### config.mk
export PLATFORM = sky130hd
export DESIGN_NAME = jbi_min_rq_issue_sched
export DESIGN_NICKNAME = d
export VERILOG_FILES = /design/src/rtl/jbi_min_issue_pkg.sv /design/src/rtl/jbi_min_issue_credit.sv /design/src/rtl/jbi_min_rq_issue_sched.sv
export SDC_FILE = /design/constraint.sdc
export NUM_CORES = 1
export LEC_CHECK = 0
export ABC_CLOCK_PERIOD_IN_PS = 3700
export BUFFER_PORTS_ARGS = -buffer_cell sky130_fd_sc_hd__buf_2
export CAP_MARGIN = 20
export CORE_MARGIN = 3
export CORE_UTILIZATION = 59
export DETAILED_ROUTE_END_ITERATION = 8
export PLACE_DENSITY = 0.93
export REMOVE_ABC_BUFFERS = 1
export SLEW_MARGIN = 10
export SYNTH_ARGS = -nofsm -noshare
export SYNTH_HDL_FRONTEND = slang
export SYNTH_SLANG_ARGS = --single-unit
### constraint.sdc
create_clock -name clk -period 3.7 [get_ports clk]
set_clock_uncertainty 0.15 [all_clocks]
set_input_delay 0.74 -clock clk [delete_from_list [all_inputs] [get_ports clk]]
set_output_delay 0.74 -clock clk [all_outputs]
set_load 0.005 [all_outputs]
### src/rtl/jbi_min_issue_pkg.sv
// Shared types, default geometry and field-width helpers for the JBI RHQ
// issue sequencer.
package jbi_min_issue_pkg;

  typedef enum logic [1:0] {
    ST_IDLE = 2'd0,
    ST_HDR  = 2'd1,
    ST_DATA = 2'd2
  } state_e;

  localparam int unsigned DEF_NUM_BANKS  = 32'd4;
  localparam int unsigned DEF_CREDITS    = 32'd2;
  localparam int unsigned DEF_DATA_BEATS = 32'd8;

  // Index width for n items, never narrower than one bit.
  function automatic int unsigned idx_w(input int unsigned n);
    return (n > 32'd1) ? $clog2(n) : 32'd1;
  endfunction

  function automatic int unsigned bank_w(input int unsigned num_banks);
    return idx_w(num_banks);
  endfunction

  function automatic int unsigned beat_w(input int unsigned data_beats);
    return idx_w(data_beats);
  endfunction

  // A counter must hold 0..credits inclusive.
  function automatic int unsigned credit_w(input int unsigned credits);
    return idx_w(credits + 32'd1);
  endfunction

endpackage

### src/rtl/jbi_min_issue_credit.sv
// One per-bank outstanding-request credit counter: saturating up/down with a
// one-cycle error pulse when a return arrives on a full counter.
module jbi_min_issue_credit
  import jbi_min_issue_pkg::*;
#(
  parameter int unsigned CREDITS = DEF_CREDITS,
  localparam int unsigned CW = credit_w(CREDITS)
) (
  input  logic clk,
  input  logic rst,
  input  logic dec,
  input  logic ret,
  output logic avail,
  output logic err
);

  localparam logic [CW-1:0] CNT_MAX = CW'(CREDITS);
  localparam logic [CW-1:0] CNT_ONE = CW'(1);

  logic [CW-1:0] cnt_q;
  logic [CW-1:0] cnt_d;
  logic          err_d;

  // Next count: a decision and a return in the same cycle cancel out.
  always_comb begin
    cnt_d = cnt_q;
    err_d = 1'b0;
    case ({dec, ret})
      2'b10: begin
        if (cnt_q != {CW{1'b0}}) begin
          cnt_d = cnt_q - CNT_ONE;
        end else begin
          cnt_d = cnt_q;
        end
      end
      2'b01: begin
        if (cnt_q == CNT_MAX) begin
          cnt_d = cnt_q;
          err_d = 1'b1;
        end else begin
          cnt_d = cnt_q + CNT_ONE;
        end
      end
      default: cnt_d = cnt_q;
    endcase
  end

  // Counter register, reloaded to full credit on reset.
  always_ff @(posedge clk) begin
    if (rst) begin
      cnt_q <= CNT_MAX;
    end else begin
      cnt_q <= cnt_d;
    end
  end

  assign avail = (cnt_q != {CW{1'b0}});
  assign err   = err_d;

endmodule

### src/rtl/jbi_min_rq_issue_sched.sv
// In-order RHQ issue sequencer: gates the head header on enable and bank
// credit, pops it, then streams write data beats out of the WDQ.
module jbi_min_rq_issue_sched
  import jbi_min_issue_pkg::*;
#(
  parameter int unsigned NUM_BANKS  = DEF_NUM_BANKS,
  parameter int unsigned CREDITS    = DEF_CREDITS,
  parameter int unsigned DATA_BEATS = DEF_DATA_BEATS,
  localparam int unsigned BW = bank_w(NUM_BANKS),
  localparam int unsigned TW = beat_w(DATA_BEATS)
) (
  input  logic                 clk,
  input  logic                 rst,
  input  logic                 csr_issue_en,
  input  logic                 rhq_drdy,
  input  logic                 rhq_rdata_rw,
  input  logic [BW-1:0]        rhq_rdata_bank,
  input  logic [NUM_BANKS-1:0] sct_credit_ret,
  output logic                 issue_rhq_pop,
  output logic                 sct_hdr_vld,
  output logic                 sct_data_vld,
  output logic [BW-1:0]        sct_bank,
  output logic [TW-1:0]        sct_beat,
  output logic                 issue_stall,
  output logic                 credit_err
);

  localparam int unsigned   NB_PAD    = 32'd1 << BW;
  localparam logic [TW-1:0] LAST_BEAT = TW'(DATA_BEATS - 32'd1);
  localparam logic [TW-1:0] BEAT_ONE  = TW'(1);

  state_e                state_q, state_d;
  logic [BW-1:0]         txn_bank_q, txn_bank_d;
  logic                  txn_rd_q, txn_rd_d;
  logic [TW-1:0]         beat_cnt_q, beat_cnt_d;
  logic                  pop_q, pop_d;
  logic                  hdr_q, hdr_d;
  logic                  data_q, data_d;
  logic [BW-1:0]         bank_q, bank_d;
  logic [TW-1:0]         beat_q, beat_d;
  logic                  credit_err_q, credit_err_d;

  logic [NUM_BANKS-1:0]  dec_vec_s;
  logic [NUM_BANKS-1:0]  avail_s;
  logic [NUM_BANKS-1:0]  err_s;
  logic [NB_PAD-1:0]     avail_pad_s;
  logic                  head_avail_s;
  logic                  idle_req_s;
  logic                  decide_s;

  genvar g;
  generate
    for (g = 0; g < NUM_BANKS; g++) begin : g_credit
      assign dec_vec_s[g] = decide_s & (rhq_rdata_bank == BW'(g));
      jbi_min_issue_credit #(.CREDITS(CREDITS)) u_credit (
        .clk   (clk),
        .rst   (rst),
        .dec   (dec_vec_s[g]),
        .ret   (sct_credit_ret[g]),
        .avail (avail_s[g]),
        .err   (err_s[g])
      );
    end
  endgenerate

  // Bank codes beyond NUM_BANKS map to "no credit" so they can never issue.
  always_comb begin
    avail_pad_s                = {NB_PAD{1'b0}};
    avail_pad_s[NUM_BANKS-1:0] = avail_s;
  end

  assign head_avail_s = avail_pad_s[rhq_rdata_bank];
  assign idle_req_s   = (state_q == ST_IDLE) & csr_issue_en & rhq_drdy;
  assign decide_s     = idle_req_s & head_avail_s;
  assign issue_stall  = idle_req_s & ~head_avail_s;

  // Sequencer next state plus the output values that state will present.
  always_comb begin
    state_d    = state_q;
    txn_bank_d = txn_bank_q;
    txn_rd_d   = txn_rd_q;
    beat_cnt_d = beat_cnt_q;
    case (state_q)
      ST_IDLE: begin
        if (decide_s) begin
          state_d    = ST_HDR;
          txn_bank_d = rhq_rdata_bank;
          txn_rd_d   = rhq_rdata_rw;
        end else begin
          state_d = ST_IDLE;
        end
      end
      ST_HDR: begin
        beat_cnt_d = {TW{1'b0}};
        if (txn_rd_q) begin
          state_d = ST_IDLE;
        end else begin
          state_d = ST_DATA;
        end
      end
      ST_DATA: begin
        if (beat_cnt_q == LAST_BEAT) begin
          state_d    = ST_IDLE;
          beat_cnt_d = {TW{1'b0}};
        end else begin
          state_d    = ST_DATA;
          beat_cnt_d = beat_cnt_q + BEAT_ONE;
        end
      end
      default: begin
        state_d    = ST_IDLE;
        beat_cnt_d = {TW{1'b0}};
      end
    endcase

    pop_d  = (state_d == ST_HDR);
    hdr_d  = (state_d == ST_HDR);
    data_d = (state_d == ST_DATA);
    if (state_d != ST_IDLE) begin
      bank_d = txn_bank_d;
    end else begin
      bank_d = {BW{1'b0}};
    end
    if (data_d) begin
      beat_d = beat_cnt_d;
    end else begin
      beat_d = {TW{1'b0}};
    end
    credit_err_d = credit_err_q | (|err_s);
  end

  // Sequencer state and registered outputs.
  always_ff @(posedge clk) begin
    if (rst) begin
      state_q      <= ST_IDLE;
      txn_bank_q   <= {BW{1'b0}};
      txn_rd_q     <= 1'b0;
      beat_cnt_q   <= {TW{1'b0}};
      pop_q        <= 1'b0;
      hdr_q        <= 1'b0;
      data_q       <= 1'b0;
      bank_q       <= {BW{1'b0}};
      beat_q       <= {TW{1'b0}};
      credit_err_q <= 1'b0;
    end else begin
      state_q      <= state_d;
      txn_bank_q   <= txn_bank_d;
      txn_rd_q     <= txn_rd_d;
      beat_cnt_q   <= beat_cnt_d;
      pop_q        <= pop_d;
      hdr_q        <= hdr_d;
      data_q       <= data_d;
      bank_q       <= bank_d;
      beat_q       <= beat_d;
      credit_err_q <= credit_err_d;
    end
  end

  assign issue_rhq_pop = pop_q;
  assign sct_hdr_vld   = hdr_q;
  assign sct_data_vld  = data_q;
  assign sct_bank      = bank_q;
  assign sct_beat      = beat_q;
  assign credit_err    = credit_err_q;

endmodule

==> impl_metrics.csv <==
group,metric,value,unit
critical_path,arrival,2.69,ns
synth,yosys.area.top_type_share,36.2,%
synth,netlist_top_cells_area,"dfxtp_1 36%, ha_1 9.4%, a21oi_1 5.3%",
synth,synth_compound_area_share,20.9,%
sta,fin_crit_sh,69.5,%
sta,slew_violations,0,
critical_path,r2r-start,"g_credit[3].u_credit.cnt_q[1]$_SDFFE_PP1P_",
synth,synth_flop_cell,"dfxtp_1",
sta,tns,0,ns
cts,ctsHtreeMaxLevel,1,
detailed_routing,drt_iter0_drc,45,
layout,area_delta_synth_final,10.4,%
synth,yosysMostFrequentCell,"dfxtp_1",
global_route,grt_start_max_net_pins,21,
die,rows,16,
synth,yosysUniqueCellTypes,40,
cts,holdBufCountCts,0,
power_and_ir_drop,leakage,0.621,nW
cts,post_cts_resized,0,
critical_path,crit_type,"in2reg",
flow_run,maxCapViolations,0,
global_route,antenna_found_initial,0,
synth,synth_top_family_by_area,"simple AND/OR/NAND/NOR gates",
place,routabilityCongestion,0.761,
cts,cts.sinks,24,
detailed_routing,wl_per_cell,13.9,um
cts,post_cts_buffers,0,
die,initial_core_util,65.1,%
detailed_routing,drc,0,
detailed_routing,dr.pass1.iters,6,
global_route,grt_pass1_wl,4.50,mm
sta,rsz0062_at_grt,"false",
layout,nNetsFinal,188,
sta,post-route-min-period,2.57,ns
critical_path,startpoint,"rhq_rdata_bank[1]",
detailed_routing,drt_wl_total,2.68,mm
critical_path,slowest_delay,0.46,ns
critical_path,endpoint_kind,"flop",
critical_path,start_kind,"input port",
power_and_ir_drop,peakVddDrop,0.000302,V
synth,yosys.area_share.simple,26.6,%
die,dieArea,2860,um^2
layout,diodes,0,
cts,clk_pin_slew,0.13,ns
die,ios,21,
synth,synth_edf_count,0,
cts,clockBufferDepth,2,
power_and_ir_drop,p_total,0.000580,W
cts,clockRootBuffer,"clkbuf_4",
global_route,grt_pass1_vias,1033,
synth,synth-seq-area-share,36.2,%
power_and_ir_drop,power_density,396,nW/um^2
synth,synth-xor-area-share,0,%
critical_path,worstPathCellList,"buf_2 -> nor4b_4 -> a311oi_4 -> nand2_2 -> or2_1 -> ha_1 -> a2111oi_0 -> a21oi_1 -> nor2_1",
synth,avgSynthCellArea,8.80,um^2
layout,drive_above_1_share,18.7,%
die,die_w,53.5,um
layout,nFillCells,156,
hold_path,hold_start,"txn_bank_q[1]$_SDFF_PP0_",
synth,synth_top_area_cell,"dfxtp_1",
sta,tightest_slew,0.538,ns
critical_path,path_max_fanout,8,
hold_path,worst_hold_path_type,"reg2reg",
synth,synthMuxAreaShare,0.753,%
synth,netlist_area,1330,um^2
cts,clock_latency,0.32,ns
detailed_routing,ant_nets,0,
detailed_routing,avgViaCountPerCell,5.89,
cts,cts_tree,"built",
synth,async_flop_share,0,%
die,dieHeight,53.5,um
synth,ys_warn_count,0,
cts,cts_buffers,3,
synth,synth_common_cells,"24 x dfxtp_1, 16 x nor2_1, 14 x a21oi_1",
sta,setup_viol,0,
place,portBuffers,20,
sta,fmax,389,MHz
critical_path,slowest_stage,"a2111oi_0",
global_route,grt.total_usage,21.5,%
status,status,"completed",
synth,syn_inst,151,
sta,hold_viol,0,
synth,synthAdderAreaFrac,9.42,%
sta,slew_headroom,63.2,%
detailed_routing,via_count,1137,
global_route,overflow,0,
place,dp_hpwl,1.89,mm
die,core_area,2040,um^2
critical_path,crit_required,3.82,ns
synth,synth-seq-cells,24,
worst max-delay path: cells and delay by family:
kind	cells	cell delay, ns
simple gates	4	0.59
compound gates	3	0.95
buf+inv	1	0.16
fa+ha+maj	1	0.24
layout by cell type, fill, tap and decap left out, drive strengths merged, types with 2 or more instances in the layout:
| master | instances |
|---|---|
| a2111oi | 4 |
| a211oi | 2 |
| a21oi | 14 |
| and3 | 2 |
| buf | 20 |
| clkbuf | 3 |
| dfxtp | 24 |
| ha | 10 |
| inv | 9 |
| nand2 | 9 |
| nand2b | 2 |
| nand3 | 2 |
| nor2 | 16 |
| nor2b | 8 |
| nor3 | 3 |
| nor3b | 6 |
| nor4 | 4 |
| o211ai | 4 |
| o21ai | 4 |
| o22ai | 3 |
| o31ai | 2 |
cells by family (layout without fill, tap and decap cells):
group / Yosys count / in the layout
simple gates: 59 / 59
compound gates: 39 / 39
fa+ha+maj: 10 / 10
buf+inv: 18 / 33
mux: 1 / 1
flops: 24 / 24
metrics by stage:
| step | instance area (um^2) | hold slack (ns) | utilization, % | setup slack [ns] | instances |
|---|---|---|---|---|---|
| finish | 1470 | 0.335 | 71.8 | 1.13 | 193 |
| global route | 1470 | 0.349 | 71.8 | 0.946 | 193 |
| CTS | 1470 | 0.336 | 71.8 | 1.13 | 193 |
| detailed placement | 1410 | 0.314 | 69.2 | 0.826 | 189 |
| global placement | 1410 | 0.304 | 69.2 | 0.928 | 189 |
| floorplan | 1280 | 0.283 | - | 1.19 | 142 |
registers in the layout, summed over array words and instances (netlist names):
signal                   cells
sct_hdr_vld                  1
txn_bank_q                   2
txn_rd_q                     1
state_q                      2
sct_bank                     2
sct_beat                     3
g_credit.u_credit.cnt_q      8
sct_data_vld                 1
beat_cnt_q                   3
credit_err                   1
where the power goes:
group | leakage (nW) | switching [W] | internal, W
logic | 0.396 | 0.0000490 | 0.0000425
registers | 0.196 | 0.0000234 | 0.000274
clock network | 0.0279 | 0.0000813 | 0.000110
worst paths after layout:
kind | end | slack [ns] | cells past startpoint
setup / recovery | g_credit[2].u_credit.cnt_q[0]$_SDFFE_PP0P_ | 1.13 | 9
hold / removal | txn_bank_q[1]$_SDFF_PP0_ | 0.33 | 2
setup reg to reg | g_credit[2].u_credit.cnt_q[0]$_SDFFE_PP0P_ | 1.20 | 8
hold reg to reg | txn_bank_q[1]$_SDFF_PP0_ | 0.33 | 2
cell type report:
cell class,instances,area [um^2],share of cell area [%]
Clock buffer,3,22.5,1.54
Clock inverter,1,30.0,2.05
Inverter,9,33.8,2.30
Multi-Input combinational cell,109,766,52.2
Sequential cell,24,480,32.8
Tap cell,27,33.8,2.30
Timing Repair Buffer,20,100,6.83
per-layer routing:
metal	global-route usage (%)	share of wire, %
met1	27.9	44
met5	0	0
met4	7.66	0
met2	36.1	51
met3	2.54	5.0
(Power assumes the default switching activity.)
